[src/rtl/bitq_word_collector.sv]
`default_nettype none
// ============================================================================
//  Module   : bitq_word_collector
//  Purpose  : Downstream stage of the serial bit queuer. It kicks the queuer
//             one 32-bit word at a time and captures each finished word into
//             a small synchronous FIFO, which the HPS drains through a simple
//             read port. It counts words per frame, holds off the queuer while
//             the FIFO is full, and flags a queuer that never answers a kick.
//  Ports    : iCLK, iRST (async, active-low)
//             iStart       - frame start pulse, honoured only while idle
//             iQ_data      - assembled word from the queuer
//             iQ_busy      - queuer busy (high while bits shift in)
//             oQ_start     - one-cycle kick to the queuer
//             iRd_en       - HPS read request
//             oRd_data     - word popped by the last accepted read
//             oEmpty/oFull - FIFO flags
//             oLevel       - FIFO occupancy
//             oFrame_done  - pulse after the last word of a frame is stored
//             oError       - sticky kick-timeout flag
//             oBusy        - FSM not idle
//  Revision : 1.0 - initial release
// ============================================================================
module bitq_word_collector #(
  parameter int DEPTH_LOG2   = 4,
  parameter int FRAME_WORDS  = 196,
  parameter int KICK_TIMEOUT = 4
) (
  input  logic                  iCLK,
  input  logic                  iRST,
  input  logic                  iStart,
  input  logic [31:0]           iQ_data,
  input  logic                  iQ_busy,
  output logic                  oQ_start,
  input  logic                  iRd_en,
  output logic [31:0]           oRd_data,
  output logic                  oEmpty,
  output logic                  oFull,
  output logic [DEPTH_LOG2:0]   oLevel,
  output logic                  oFrame_done,
  output logic                  oError,
  output logic                  oBusy
);

  localparam int c_DEPTH = 1 << DEPTH_LOG2;
  localparam int c_CNT_W = (FRAME_WORDS > 1) ? $clog2(FRAME_WORDS) : 1;
  localparam int c_TMO_W = (KICK_TIMEOUT > 1) ? $clog2(KICK_TIMEOUT + 1) : 1;

  localparam logic [c_CNT_W-1:0]    c_LAST_WORD  = c_CNT_W'(FRAME_WORDS - 1);
  localparam logic [c_CNT_W-1:0]    c_CNT_ONE    = c_CNT_W'(1);
  localparam logic [c_TMO_W-1:0]    c_TMO_LOAD   = c_TMO_W'(KICK_TIMEOUT);
  localparam logic [c_TMO_W-1:0]    c_TMO_ONE    = c_TMO_W'(1);
  localparam logic [DEPTH_LOG2:0]   c_LEVEL_FULL = (DEPTH_LOG2 + 1)'(c_DEPTH);
  localparam logic [DEPTH_LOG2:0]   c_LEVEL_ONE  = (DEPTH_LOG2 + 1)'(1);
  localparam logic [DEPTH_LOG2-1:0] c_PTR_ONE    = DEPTH_LOG2'(1);

  localparam logic [2:0] c_IDLE    = 3'd0;
  localparam logic [2:0] c_KICK    = 3'd1;
  localparam logic [2:0] c_WAIT_HI = 3'd2;
  localparam logic [2:0] c_WAIT_LO = 3'd3;
  localparam logic [2:0] c_CAPTURE = 3'd4;
  localparam logic [2:0] c_STALL   = 3'd5;

  logic [2:0]            r_state;
  logic [c_CNT_W-1:0]    r_wordCnt;
  logic [c_TMO_W-1:0]    r_tmo;
  logic                  r_error;
  logic                  r_frameDone;

  logic [31:0]           r_mem [c_DEPTH];
  logic [DEPTH_LOG2-1:0] r_wrPtr;
  logic [DEPTH_LOG2-1:0] r_rdPtr;
  logic [DEPTH_LOG2:0]   r_level;
  logic [31:0]           r_rdData;

  logic                  w_wrEn;
  logic                  w_rdAccept;
  logic                  w_empty;
  logic                  w_full;
  logic                  w_fullAfter;
  logic [DEPTH_LOG2:0]   w_levelNext;

  // --------------------------------------------------------------------------
  // FIFO
  // --------------------------------------------------------------------------
  assign w_empty    = (r_level == '0);
  assign w_full     = (r_level == c_LEVEL_FULL);
  assign w_wrEn     = (r_state == c_CAPTURE);
  assign w_rdAccept = iRd_en && !w_empty;

  always_comb begin
    w_levelNext = r_level;
    if (w_wrEn && !w_rdAccept) begin
      w_levelNext = r_level + c_LEVEL_ONE;
    end else if (!w_wrEn && w_rdAccept) begin
      w_levelNext = r_level - c_LEVEL_ONE;
    end
  end

  // Occupancy after this cycle's write and read; decides STALL vs KICK.
  assign w_fullAfter = (w_levelNext == c_LEVEL_FULL);

  // Storage is deliberately unreset: clearing pointers and level discards it.
  always_ff @(posedge iCLK) begin
    if (w_wrEn) begin
      r_mem[r_wrPtr] <= iQ_data;
    end
  end

  // A concurrent read never targets the slot being written: a read needs
  // level>0 and a write needs level<depth, so the pointers differ.
  always_ff @(posedge iCLK or negedge iRST) begin
    if (!iRST) begin
      r_wrPtr  <= '0;
      r_rdPtr  <= '0;
      r_level  <= '0;
      r_rdData <= '0;
    end else begin
      if (w_wrEn) begin
        r_wrPtr <= r_wrPtr + c_PTR_ONE;
      end
      if (w_rdAccept) begin
        r_rdData <= r_mem[r_rdPtr];
        r_rdPtr  <= r_rdPtr + c_PTR_ONE;
      end
      r_level <= w_levelNext;
    end
  end

  // --------------------------------------------------------------------------
  // Control FSM
  // --------------------------------------------------------------------------
  always_ff @(posedge iCLK or negedge iRST) begin
    if (!iRST) begin
      r_state     <= c_IDLE;
      r_wordCnt   <= '0;
      r_tmo       <= '0;
      r_error     <= 1'b0;
      r_frameDone <= 1'b0;
    end else begin
      r_frameDone <= 1'b0;
      case (r_state)
        c_IDLE: begin
          if (iStart) begin
            r_wordCnt <= '0;
            r_error   <= 1'b0;
            r_state   <= c_KICK;
          end
        end
        c_KICK: begin
          r_tmo   <= c_TMO_LOAD;
          r_state <= c_WAIT_HI;
        end
        c_WAIT_HI: begin
          if (iQ_busy) begin
            r_state <= c_WAIT_LO;
          end else if (r_tmo == c_TMO_ONE || r_tmo == '0) begin
            // Counter reaches zero on this decrement: give up on the queuer.
            r_tmo   <= '0;
            r_error <= 1'b1;
            r_state <= c_IDLE;
          end else begin
            r_tmo <= r_tmo - c_TMO_ONE;
          end
        end
        c_WAIT_LO: begin
          if (!iQ_busy) begin
            r_state <= c_CAPTURE;
          end
        end
        c_CAPTURE: begin
          if (r_wordCnt == c_LAST_WORD) begin
            r_frameDone <= 1'b1;
            r_state     <= c_IDLE;
          end else begin
            r_wordCnt <= r_wordCnt + c_CNT_ONE;
            r_state   <= w_fullAfter ? c_STALL : c_KICK;
          end
        end
        c_STALL: begin
          if (!w_full) begin
            r_state <= c_KICK;
          end
        end
        default: begin
          r_state <= c_IDLE;
        end
      endcase
    end
  end

  assign oQ_start    = (r_state == c_KICK);
  assign oRd_data    = r_rdData;
  assign oEmpty      = w_empty;
  assign oFull       = w_full;
  assign oLevel      = r_level;
  assign oFrame_done = r_frameDone;
  assign oError      = r_error;
  assign oBusy       = (r_state != c_IDLE);

endmodule
`default_nettype wire

[config.mk]
export PLATFORM = sky130hd
export DESIGN_NAME = bitq_word_collector
export DESIGN_NICKNAME = d
export VERILOG_FILES = /design/src/rtl/bitq_word_collector.sv
export SDC_FILE = /design/constraint.sdc
export NUM_CORES = 1
export LEC_CHECK = 0
export ABC_AREA = 0
export CORE_MARGIN = 2
export CORE_UTILIZATION = 50
export DETAILED_ROUTE_END_ITERATION = 10
export PLACE_DENSITY = 0.79
export SLEW_MARGIN = 0
export SYNTH_ARGS = -nofsm -noshare
export SYNTH_HDL_FRONTEND = slang
export SYNTH_SLANG_ARGS = --single-unit
[constraint.sdc]
create_clock -name iCLK -period 5.37 [get_ports iCLK]
set_input_delay 1.3425 -clock iCLK [delete_from_list [all_inputs] [get_ports iCLK]]
set_output_delay 1.3425 -clock iCLK [all_outputs]
set_load 0.02 [all_outputs]
Word-level counts from Yosys, hierarchy flattened
Memories as Yosys holds them, arrays and structs flattened. A register that Yosys moved wholly into a read port is not among the register bits. Index checks and enable logic that the tools add are counted.

Bits in registers: 29. Latch bits: 0. RAM bits: 512. Bits in read-only memories: 0. Bits of input ports: 37. Output and inout port bits: 43. Memories: 1.

Memories: r_mem (depth 16, width 32, read ports 1, clocked after memory_dff 1, write ports 1, line 69) `logic [31:0] r_mem [c_DEPTH];`.

$add $sub $neg: 6. Multipliers: 0. Divide/modulo/power cells: 0. $lt $le $gt $ge: 0. Eq/ne operators: 16. Shifts and indexed selects: 0. Multiplexer cells: 24. Bitwise operators: 0. Reduce and logical (&&, ||, !) cells: 19.

Operator list (count): 2-to-1 mux 3 bit (9); one-hot mux 3 bit (6 select lines) (1); 2-to-1 mux 8 bit (2); one-hot mux 8 bit (2 select lines) (1); != test 2 bit, second input constant (6); equality test 5 bit, second input constant (2); 2-to-1 mux 5 bit (2); adder 4 x 1 -> 4 bit, second input constant (2); adder 8 x 1 -> 8 bit, second input constant (1); equality test 8 bit, second input constant (1); AND reduction 4 bit (2); 2-to-1 mux 1 bit (7); equality test 3 x 1 -> 1 bit, second input constant (2); equality test 3 x 2 -> 1 bit, second input constant (2); equality test 3 bit, second input constant (2); zero test 3 bit (2); one-hot mux 3 bit (2 select lines) (1); nonzero test 2 bit (3); adder 5 x 1 -> 5 bit, second input constant (1); zero test 5 bit (1); subtractor 5 x 1 -> 5 bit, second input constant (1); zero test 1 bit (4); logical AND 1 bit (3); != test 3 bit, second input constant (1); other kinds (6) (6).

Logic depth before layout (Yosys ltp)
Gate-level depths: netlist of run 1.

Depth in word-level cells: 10. Gate-level depth with buffers: 8.

Worst setup path before layout of run 1
Ideal clock, no wire load.

Kind: flip-flop to flip-flop. Start: reg r_state[2]. End: mem r_mem[3][0], enable pin. Data arrival time: 3.273 ns. Data required time: 4.909 ns. Path slack: 1.636 ns. Cell stages (with the launch flop): 5. Clock period less this slack: 3.734 ns. Cells stage by stage: dfrtp_1 nor3b_1 buf_2 nand2_1 nor3_1.

Word-level cells in the longest chain between the ends: 3.

RTL lines: start: declaration (line 63) `logic [2:0] r_state;`; start signal: assignment (line 134) `r_state <= c_IDLE;`; start signal: assignment (line 146) `r_state <= c_KICK;`; start signal: assignment (line 151) `r_state <= c_WAIT_HI;`; equality test 3 bit (line 87) `assign w_wrEn = (r_state == c_CAPTURE);`; 2-to-1 mux 1 bit (line 104) `if (w_wrEn) begin`; 2-to-1 mux 1 bit (implied by the code) (line 105) `r_mem[r_wrPtr] <= iQ_data;`; end: declaration (line 69).

No other way between the ends.

Worst setup path in the final report of run 1
Start: reg r_level[0], in the netlist oLevel[0]. End: out oFull.

Word-level cells in the longest chain between the ends: 1.

RTL lines: start: declaration (line 72) `logic [DEPTH_LOG2:0] r_level;`; start signal: assignment (line 125) `r_level <= w_levelNext;`; equality test 5 bit (line 86) `assign w_full = (r_level == c_LEVEL_FULL);`; end: declaration (line 37) `output logic oFull,`.

No other way between the ends.

==> flow_summary.yaml, run 1 <==
drt:
  vias: 11200
  drtIter0Drc: 1322
  routed_wl_um: 49000
  ant_nets: 0
  vias_per_cell: 6.21
  avgRoutedWirePerCell_um: 27.3
  dr.pass1.iters: 5
  drcViolationCount: 0
cts:
  clock_latency_ns: 0.60
  clk_pin_slew_ns: 0.06
  postCtsSetupBuffers: 0
  cts_tree: "built"
  htree_levels: 2
  cts_sinks: 573
  cts_inserted_buffers: 54
  cts_resized: 0
  hold_buffers: 0
  max-clock-path-buffers: 3
  root_buffer: "clkbuf_16"
final_layout:
  drive_gt1_share_pct: 22.3
  syn2layout_area_growth_pct: 15.1
  utilization_pct: 58.7
  fill_cells: 2979
  finalNetCount: 1216
  final_common_cell: "edfxtp_1"
  most-common-layout-cells: "edfxtp_1, mux4_2, clkdlybuf4s50_1, nand2_1, dfrtp_1"
critical_path:
  cp_max_fo: 7
  r2r_start: "r_rdPtr[0]"
  reg2reg_slack_ns: 2.44
  path_class: "flip-flop to output pin"
  worstPathArrival_ns: 2.57
  reg2reg_depth: 5
  r2r-end: "oRd_data[19]"
  worst_setup_path_end_kind: "output pin"
  crit_required_ns: 4.03
  startpoint_type: "flip-flop"
logic_synthesis:
  synth_top_family_by_area: "multiplexers"
  synth_simple_gate_area_share_pct: 2.76
  ys_ff_latch: 573
  synth_compound_area_share_pct: 4.64
  ys_seq_area_share_pct: 76.7
  synth_edf_count: 512
  netlist_instances: 1057
  synth-xor-area-share_pct: 0.358
  synth_top_cell_area_share_pct: 69.7
  synth-adder-area-share_pct: 0.624
  yosysTopAreaCell: "edfxtp_1"
  netlist_area_um2: 22000
  synthFlopType: "edfxtp_1"
  syn_nets: 1105
  synth_mux_area_share_pct: 13.4
  async_flop_share_pct: 10.6
  syn_area_per_cell_um2: 20.9
  ys_top_cells_by_area: "edfxtp_1, mux4_2, dfrtp_1"
  synth.distinct_cells: 49
  yosys_warnings: 0
power:
  leakagePower_nw: 8.22
  peakVddDrop_v: 0.000328
  power_density_nw_per_um2: 487
  power_w: 0.0124
floorplanning:
  core_um2: 43300
  num_rows: 76
  die_y_um: 214
  die_x_um: 214
  die_area_um2: 45800
  io_pins: 80
  initial_core_util_pct: 51.0
timing:
  fin_crit_sh_pct: 72.8
  max_freq_mhz: 256
  tightest_slew_ns: 1.07
  fin_crit_ns: 3.91
  finalHoldViolations: 0
  final_max_slew_viol_count: 0
  setup_viol: 0
  rsz0062_at_grt: "false"
  relSlewSlack_pct: 29.0
  timing.setup.tns_ns: 0
  fin_ws_ns: 1.46
  clock_skew_ns: 0.0143
place:
  dp_hpwl_um: 25200
  port_buffers: 79
  place.gp.congestion: 0.746
  pre_cts_ws_ns: 2.06
global_routing:
  grt_max_degree: 67
  antenna_found_initial: 3
  grt_overflow: 0
  track_usage_pct: 21.6
  grt_pass1_vias: 11500
  grt_pass1_wl_um: 73100
min_path:
  hold-path-endpoint: "oRd_data[16]"
  holdPathStages: 2
  hp-start: "oRd_data[16]"
  hold_path_class: "flip-flop to flip-flop"
job:
  max_cap_violations: 0
outcome:
  status: "completed"
==> worst max path at each step <==
stage                     cells after the start  slack (ns)           end       start
after global routing                          5        1.27         oFull   oLevel[0]
final                                         5        1.46         oFull   oLevel[0]
after global placement                        4        2.14  oRd_data[29]      iRd_en
after floorplan                               4        1.64   r_mem[3][0]  r_state[2]
after detailed placement                      6        2.06    r_state[2]      iRd_en
after CTS                                     5        1.43         oFull   oLevel[0]
==> metal layers <==
| metal | GRT usage [%] | vias to the layer above | wire length, um |
|---|---|---|---|
| met4 | 8.16 | 4 | 1470 |
| met2 | 34.7 | 581 | 24000 |
| li1 | - | 4601 | - |
| met1 | 29.5 | 5867 | 19400 |
| met5 | 0 | - | 30 |
| met3 | 4.46 | 114 | 4120 |
==> kinds of logic after synthesis <==
group / count (synthesis)
compound gates: 132
simple gates: 129
fa+ha+maj: 11
mux: 135
flops: 573
buf+inv: 68
xor+xnor: 9
==> critical path, stage by stage, from the launching register on <==
cell and delay, ns:
dfrtp_1 0.44, inv_1 0.12, ha_1 0.22, nor3b_1 0.38, and2_1 0.21, clkdlybuf4s50_1 0.62
==> power by group <==
| part | leakage, nW | switching (W) | internal, W | total [W] |
|---|---|---|---|---|
| Clock | 0.821 | 0.00157 | 0.00211 | 0.00369 |
| Sequential | 5.37 | 0.000437 | 0.00508 | 0.00551 |
| Combinational | 2.03 | 0.00156 | 0.00161 | 0.00317 |
==> registers in the layout, summed over array words and instances, names as in the netlist, 3 cells and up <==
name and flops:
r_rdPtr 4, r_wordCnt 8, oLevel 5, r_tmo 3, r_mem 512, r_state 3, r_wrPtr 4, oRd_data 32
==> cell usage after synthesis, drive strengths merged, types with 2 or more instances <==
| master | count |
|---|---|
| nor3b | 5 |
| mux4 | 128 |
| xnor2 | 8 |
| a21oi | 6 |
| a31oi | 2 |
| nor2b | 3 |
| nand4 | 3 |
| o41ai | 2 |
| ha | 11 |
| inv | 11 |
| nand3 | 3 |
| nand2b | 5 |
| a221oi | 32 |
| mux2i | 6 |
| or2 | 2 |
| buf | 33 |
| and2 | 2 |
| edfxtp | 512 |
| and3 | 3 |
| a22o | 34 |
| or3 | 3 |
| nand2 | 59 |
| dfrtp | 61 |
| o21ai | 49 |
| nor3 | 8 |
| nor2 | 29 |
| clkbuf | 24 |
==> through the flow <==
step	std cells	hold WS, ns	area, um^2
after detailed placement	1697	0.475	23700
final	1798	0.481	25400
after CTS	1797	0.488	25400
after global routing	1797	0.516	25400
after floorplan	1057	0.443	22000
after global placement	1697	0.462	23700
==> area by class of cell <==
class                   count  area [um^2]  share of cell area [%]
well taps                 585          732                    2.88
inverters                  11         41.3                   0.163
diodes                      1         2.50                 0.00986
clock inverters            12          106                   0.419
flip-flops and latches    573        16900                    66.6
repair buffers            112         1060                    4.18
multi-input cells         416         4940                    19.5
clock buffers              88         1590                    6.27
Note: power is estimated with default switching activity, not from simulation.
==> inputs of run 2 (changes only) <==
==> constraint.sdc (replaced) <==
create_clock -name iCLK -period 4.05 [get_ports iCLK]
set_input_delay 1.0125 -clock iCLK [delete_from_list [all_inputs] [get_ports iCLK]]
set_output_delay 1.0125 -clock iCLK [all_outputs]
set_load 0.02 [all_outputs]
==> run 2 against run 1 <==
Via count is 2.6% lower; utilization is 0.35 points higher; sequential share of layout area is 0.39 points lower; clock-buffer cell count shrank 16; register-to-register slack lost 1.5 ns; critical path depth unchanged; die area unchanged.
==> flow_summary.yaml, run 2 (synthesized netlist as in run 1, its figures left out) <==
drt:
  vias: 10900
  routed_wl_um: 47700
  drtIter0Drc: 1093
  vias_per_cell: 6.04
  ant_nets: 0
  drcViolationCount: 0
  dr.pass1.iters: 5
  avgRoutedWirePerCell_um: 26.5
cts:
  htree_levels: 2
  cts_sinks: 573
  postCtsSetupBuffers: 0
  cts_tree: "built"
  max-clock-path-buffers: 3
  cts_inserted_buffers: 54
  clock_latency_ns: 0.60
  clk_pin_slew_ns: 0.06
  hold_buffers: 0
  root_buffer: "clkbuf_16"
  cts_resized: 0
power:
  leakagePower_nw: 8.31
  power_density_nw_per_um2: 655
  peakVddDrop_v: 0.000422
timing:
  finalHoldViolations: 0
  relSlewSlack_pct: 30.0
  fin_crit_ns: 3.53
  clock_skew_ns: 0.0166
  max_freq_mhz: 284
  fin_crit_sh_pct: 87.1
  timing.setup.tns_ns: 0
  tightest_slew_ns: 1.05
  rsz0062_at_grt: "false"
  final_max_slew_viol_count: 0
  setup_viol: 0
global_routing:
  track_usage_pct: 21.1
  grt_max_degree: 62
  grt_pass1_wl_um: 71500
  grt_overflow: 0
  grt_pass1_vias: 11300
  antenna_found_initial: 1
floorplanning:
  num_rows: 76
  die_x_um: 214
  io_pins: 80
  die_area_um2: 45800
  initial_core_util_pct: 51.0
  die_y_um: 214
  core_um2: 43300
final_layout:
  largest-register: "r_mem"
  antennaDiodeCount: 0
  most-common-layout-cells: "edfxtp_1, mux4_2, clkdlybuf4s50_1, nand2_1, dfrtp_1"
  fill_cells: 2983
  largest_reg_flops: 512
  final_common_cell: "edfxtp_1"
  syn2layout_area_growth_pct: 15.8
  finalNetCount: 1220
  utilization_pct: 59.0
  drive_gt1_share_pct: 23.5
critical_path:
  startpoint_type: "flip-flop"
  worstPathArrival_ns: 2.51
  worst_setup_path_end_kind: "output pin"
  cp_max_fo: 7
  crit_required_ns: 3.04
  path_class: "flip-flop to output pin"
  reg2reg_depth: 4
min_path:
  hold_path_class: "flip-flop to flip-flop"
  holdPathStages: 2
place:
  port_buffers: 79
  dp_hpwl_um: 27700
  place.gp.congestion: 0.774
outcome:
  status: "completed"
job:
  max_cap_violations: 0
## run 2: layout make-up
type / instances / area (um^2) / area share [%]
flip-flops and latches: 573 / 16900 / 66.2
multi-input cells: 416 / 4940 / 19.3
clock buffers: 72 / 1510 / 5.92
repair buffers: 116 / 1100 / 4.32
well taps: 585 / 732 / 2.87
clock inverters: 28 / 298 / 1.17
inverters: 11 / 41.3 / 0.162
## run 2: layer usage
metal	share of wire [%]	track usage [%]	vias up
met5	0.22	1.46	-
met4	2.9	7.34	4
met3	8.3	4.64	94
met2	49	33.7	485
met1	39	28.8	5679
li1	-	-	4615
## run 2: worst paths after layout
kind	end	startpoint	slack, ns
setup / recovery	oFull	oLevel[0]	0.52
hold / removal	oRd_data[27]	oRd_data[27]	0.49
setup reg to reg	r_mem[11][11]	r_state[2]	0.93
hold reg to reg	oRd_data[27]	oRd_data[27]	0.49
max in group asynchronous	r_rdPtr[0]	iRST	2.75
min in group asynchronous	oRd_data[24]	iRST	0.57
## run 2: per-stage QoR
step / worst slack (ns) / hold slack, ns / instances / cell area [um^2] / total power, W
finish: 0.524 / 0.486 / 1801 / 25500 / 0.0167
global route: 0.376 / 0.506 / 1801 / 25500 / 0.0174
CTS: 0.497 / 0.487 / 1801 / 25500 / 0.0169
detailed placement: 1.03 / 0.474 / 1701 / 23700 / 0.0117
global placement: 1.08 / 0.457 / 1701 / 23700 / 0.0116
floorplan: 0.316 / 0.443 / 1057 / 22000 / 0.0102
## run 2: power breakdown
group | switching, W | internal, W
Combinational | 0.00228 | 0.00214
Sequential | 0.000456 | 0.00673
Clock | 0.00212 | 0.00300
## run 2: critical path, stage by stage (launching register included)
cell             delay (ns)
dfrtp_1                0.44
inv_1                  0.12
ha_1                   0.19
nor3b_1                0.33
and2_1                 0.21
clkdlybuf4s50_1        0.62
==> patch 1, RTL diff (config.mk and constraints of run 2) <==
Register the output `oLevel` once more; this adds one clock of latency there. The other outputs are not delayed to match.
--- a/src/rtl/bitq_word_collector.sv
+++ b/src/rtl/bitq_word_collector.sv
@@ -194,3 +194,5 @@
   assign oFull       = w_full;
-  assign oLevel      = r_level;
+  always_ff @(posedge iCLK) begin
+    oLevel <= r_level;
+  end
   assign oFrame_done = r_frameDone;
Function: changed (a bounded check fails within 10 cycles, from zero or initial values and one cycle with iRST low).
==> patch 1 against run 2 <==
Total power is 2.3% higher; hold slack worse by 0.0019 ns; wire length is 0.84% higher; sequential cell count is 5 higher; clock power is 2% higher; worst setup slack worse by 0.048 ns; highest routed layer unchanged; count of clock-buffer cells in the layout is 8 lower; final area is 1.3% higher; synthesized cell count is 0.76% higher; area after synthesis is 1.1% higher.
==> patch 1: results (changes against run 2) <==
- Run status: finished, final reports clean
- Leak Pwr: 8.44 nW (+1.5%)
- Post-DP HPWL: 25.6 mm (-7.6%)
- RD Place Congestion: 0.787 (+1.6%)
- Clk_skew: 0.0265 ns (+0.00983 ns)
- Initial antenna violation count: 2 (+1)
- First-pass GRT wire length: 72.4 mm (+1.2%)
- DRT Pass-1 Iters: 6 (+1)
- Routed WL per cell: 26.5 um (about the same)
- Placement Setup Slack: 1.12 ns (+0.0919 ns)
- Iter 0 DRT Violations: 1325 (+21%)
- Nets: 1227 (+0.57%)
- Largest net degree at the start of global routing: 74 (+19%)
- VDD IR-drop max: 0.000568 V (+35%)
- Clk_lat worst skew: 0.62 ns (+0.02 ns)
- Mapped Nets: 1113 (+0.72%)
- Synth top cells by count: edfxtp_1 (512), mux4_2 (128), dfrtp_1 (61)
- GRT Util Overall: 21.2% (+0.093 points)
- Worst-Margin Slew: 1.02 ns (-0.0236 ns)
- Number of global-route vias before repair: 11500 (+2.5%)
- Non-Filler Instances: 1816 (+0.83%)
- Asr flop ratio synth: 10.6% (-0.092 points)
- Post-synth cell types: 50 (+2.0%)
- Post-Place Cell Area: 24000 um^2 (+1.2%)
- CTS buffer count: 55 (+1.9%)
- Synth Area per Inst: 20.9 um^2 (+0.32%)
- Placed cells: 1714 (+0.76%)
- Max FFs per register: 512 (unchanged)
- Vias: 11100 (+2.5%)
- Net switching power: 0.00504 W (+3.8%)
- Fraction of layout cells with a size suffix above 1: 24.8% (+1.3 points)
- Seq/Total Area, Yosys: 76.3% (-0.37 points)
- Area contributors post-synth: edfxtp_1 (69%), mux4_2 (13%), dfrtp_1 (6.8%)
patch 1: cell count changes after synthesis, moves of 3 or more:
cell | before | now
a221oi_2 | 9 | 30
a221oi_1 | 23 | 2
nand3_1 | 3 | 8
o21ai_1 | 23 | 43
o21ai_0 | 26 | 6
nor2_1 | 29 | 23
dfxtp_1 | 0 | 5
buf_2 | 15 | 18
patch 1: worst paths after layout:
check                      depth (start not counted)                 endpoint                    start  slack, ns
setup / recovery                                   5                    oFull     r_level[0]$_DFF_PN0_       0.48
hold / removal                                     2  oRd_data[5]$_DFFE_PN0P_  oRd_data[5]$_DFFE_PN0P_       0.48
setup reg to reg                                   5   r_mem[6][23]$_DFFE_PP_   r_state[2]$_DFFE_PN0P_       1.31
hold reg to reg                                    2  oRd_data[5]$_DFFE_PN0P_  oRd_data[5]$_DFFE_PN0P_       0.48
max in group asynchronous                          1   r_rdPtr[1]$_DFFE_PN0P_                     iRST       2.76
min in group asynchronous                          1  oRd_data[8]$_DFFE_PN0P_                     iRST       0.56
patch 1: area by class of cell:
type	instances	area (um^2)
multi-input cells	418	5070
clock inverters	38	450
fillers	3088	18200
inverters	12	45.0
repair buffers	114	1150
well taps	592	741
flip-flops and latches	578	17000
clock buffers	64	1410
patch 1: metal layers:
metal | wire length, um | part of all wire (%) | global-route usage [%] | vias up
li1 | - | - | - | 4631
met1 | 18900 | 39 | 28.6 | 5852
met2 | 23800 | 49 | 34.5 | 562
met3 | 4070 | 8.4 | 4.57 | 97
met4 | 1310 | 2.7 | 7.47 | 4
met5 | 27 | 0.056 | 0.104 | -
patch 1: logic make-up (layout without fill, tap and decap cells):
group                    Yosys count  count (layout)  synth area share (%)
AO/OA/AOI/OAI                    135             135                  5.20
multiplexers                     133             133                  13.2
AND/OR/NAND/NOR                  130             130                  2.80
flip-flops                       578             578                  76.3
XOR/XNOR                           9               9                 0.354
adder cells (fa/ha/maj)           11              11                 0.618
buffers and inverters             69             228                  1.57
patch 1: critical path, stage by stage (launching register included):
cell and delay, ns:
dfrtp_1 0.44, inv_1 0.13, ha_1 0.22, nor3b_1 0.36, and2_1 0.20, clkdlybuf4s50_1 0.60
patch 1: power by group through the flow:
stage / Combinational, W / Sequential, W / Clock, W
floorplan: 0.00322 / 0.00731 / 0
finish: 0.00465 / 0.00724 / 0.00523
CTS: 0.00470 / 0.00724 / 0.00531
detailed placement: 0.00462 / 0.00736 / 0
global placement: 0.00452 / 0.00734 / 0
global route: 0.00496 / 0.00729 / 0.00554
==> patch 2, RTL diff (config.mk and constraints of run 2) <==
Without the edit above. The parameter `FRAME_WORDS` goes from 196 to 98.
--- a/src/rtl/bitq_word_collector.sv
+++ b/src/rtl/bitq_word_collector.sv
@@ -24,3 +24,3 @@
   parameter int DEPTH_LOG2   = 4,
-  parameter int FRAME_WORDS  = 196,
+  parameter int FRAME_WORDS  = 98,
   parameter int KICK_TIMEOUT = 4
Behaviour: same outputs for any inputs over 10 cycles, from zero or initial values and one cycle with iRST low; that may be too few to reach the edited logic, so the function may still have changed.
==> patch 2 against run 2 <==
Final area decreased by 0.39%; sequential cell count decreased by 1; non-clock buffer count decreased by 12; area after synthesis increased by 0.52%; largest power group unchanged; core utilization decreased by 1.2 points; via count decreased by 1.7%; worst setup slack got worse by 0.063 ns; wire length decreased by 5.1%; critical path type unchanged; total power decreased by 0.12%.
==> patch 2: results (changes against run 2) <==
- Largest net degree at the start of global routing: 67 (+8.1%)
- Yosys top cell area share: 69.4% (-0.36 points)
- First-pass GRT wire length: 68.9 mm (-3.7%)
- Vias: 10700 (-1.7%)
- CTS H-tree depth: 2 (unchanged)
- Worst-Margin Slew: 1.13 ns (+0.0830 ns)
- Post-synth cell types: 53 (+8.2%)
- EDFF count, synth: 512 (unchanged)
- Seq/Total Area, Yosys: 76.2% (-0.51 points)
- Iter 0 DRT Violations: 1265 (+16%)
- VDD IR-drop max: 0.000496 V (+18%)
- Asr flop ratio synth: 10.5% (-0.16 points)
- Worst Path Max Fanout: 7 (unchanged)
- Initial antenna violation count: 1 (unchanged)
- HP Class: reg2reg
- RD Place Congestion: 0.750 (-3.0%)
- Leak Pwr: 8.30 nW (-0.17%)
- CTS Root Cell: clkbuf_16
- FILL cells: 3114 (+4.4%)
- Routed WL per cell: 25.4 um (-4.1%)
- Critical Path AT: 2.58 ns (+0.07 ns)
- Max FFs per register: 512 (unchanged)
- PortBufs: 79 (unchanged)
- Clock transition at path regs: 0.06 ns (about the same)
- GRT Util Overall: 20.0% (-1.1 points)
- Clk_skew: 0.0258 ns (+0.00921 ns)
- Fraction of layout cells with a size suffix above 1: 25.2% (+1.7 points)
- Biggest register: r_mem
- Nets: 1194 (-2.1%)
- Max clock buf depth: 3 (unchanged)
- Run status: finished, final reports clean
- Post-Place Cell Area: 23700 um^2 (-0.23%)
- Post-DP HPWL: 24.3 mm (-12%)
- Worst stage delay on the critical path: 0.63 ns
- Area contributors post-synth: edfxtp_1 (69%), mux4_2 (13%), dfrtp_1 (6.8%)
- Final Setup Violations: 0 (unchanged)
- Mapped Nets: 1091 (-1.3%)
- Clk_lat worst skew: 0.61 ns
- CP delay by family, top: buffers and inverters
- DRT Pass-1 Iters: 5 (unchanged)
- Synth top cells by count: edfxtp_1 (512), mux4_2 (128), dfrtp_1 (60)
patch 2: final cells by class:
class                   instances  share of cell area, %
flip-flops and latches        572                   66.4
multi-input cells             401                   19.6
clock buffers                  68                   5.72
repair buffers                104                   4.03
well taps                     592                   2.91
clock inverters                34                   1.22
inverters                      12                  0.177
patch 2: tightest hold or removal path: stages, from the launching register on:
cell and delay (ns):
dfrtp_1 0.34, nand2_1 0.05, o21ai_1 0.06
patch 2: routing by layer:
metal  vias up  part of all wire (%)  GRT usage [%]
li1       4529                     -              -
met1      5618                    40           27.2
met2       463                    50           33.3
met3        80                   7.8           3.62
met4         2                   2.1           5.90
met5         -                 0.029              0
patch 2: path summary, 6_finish.rpt:
check                                    startpoint                        to  slack [ns]  cells after the start
setup / recovery                oLevel[0]$_DFF_PN0_                     oFull        0.46                      5
hold / removal             oRd_data[14]$_DFFE_PN0P_  oRd_data[14]$_DFFE_PN0P_        0.48                      2
setup reg to reg             r_state[2]$_DFFE_PN0P_   r_mem[11][26]$_DFFE_PP_        1.30                      3
hold reg to reg            oRd_data[14]$_DFFE_PN0P_  oRd_data[14]$_DFFE_PN0P_        0.48                      2
max in group asynchronous                      iRST    r_rdPtr[0]$_DFFE_PN0P_        2.81                      1
min in group asynchronous                      iRST       oLevel[4]$_DFF_PN0_        0.55                      1
patch 2: power by group:
group | switching [W] | internal [W] | total (W)
Sequential | 0.000393 | 0.00672 | 0.00712
Clock | 0.00218 | 0.00283 | 0.00501
Combinational | 0.00233 | 0.00225 | 0.00458
patch 2: logic make-up after synthesis:
logic type / count (synthesis) / share of synthesized area [%]
XOR/XNOR: 14 / 0.553
AND/OR/NAND/NOR: 121 / 2.81
buffers and inverters: 69 / 1.62
adder cells (fa/ha/maj): 12 / 0.678
flip-flops: 572 / 76.2
multiplexers: 131 / 13.1
AO/OA/AOI/OAI: 123 / 5.04
patch 2: through the flow:
step	instances	utilization (%)	hold slack, ns	setup slack [ns]	total power (W)
after floorplan	1042	-	0.449	1.54	0.0105
after global placement	1681	53.8	0.465	1.15	0.0118
after detailed placement	1681	53.8	0.474	1.08	0.0119
after CTS	1783	57.8	0.487	0.433	0.0169
after global routing	1783	57.8	0.508	0.322	0.0174
final	1783	57.8	0.482	0.461	0.0167
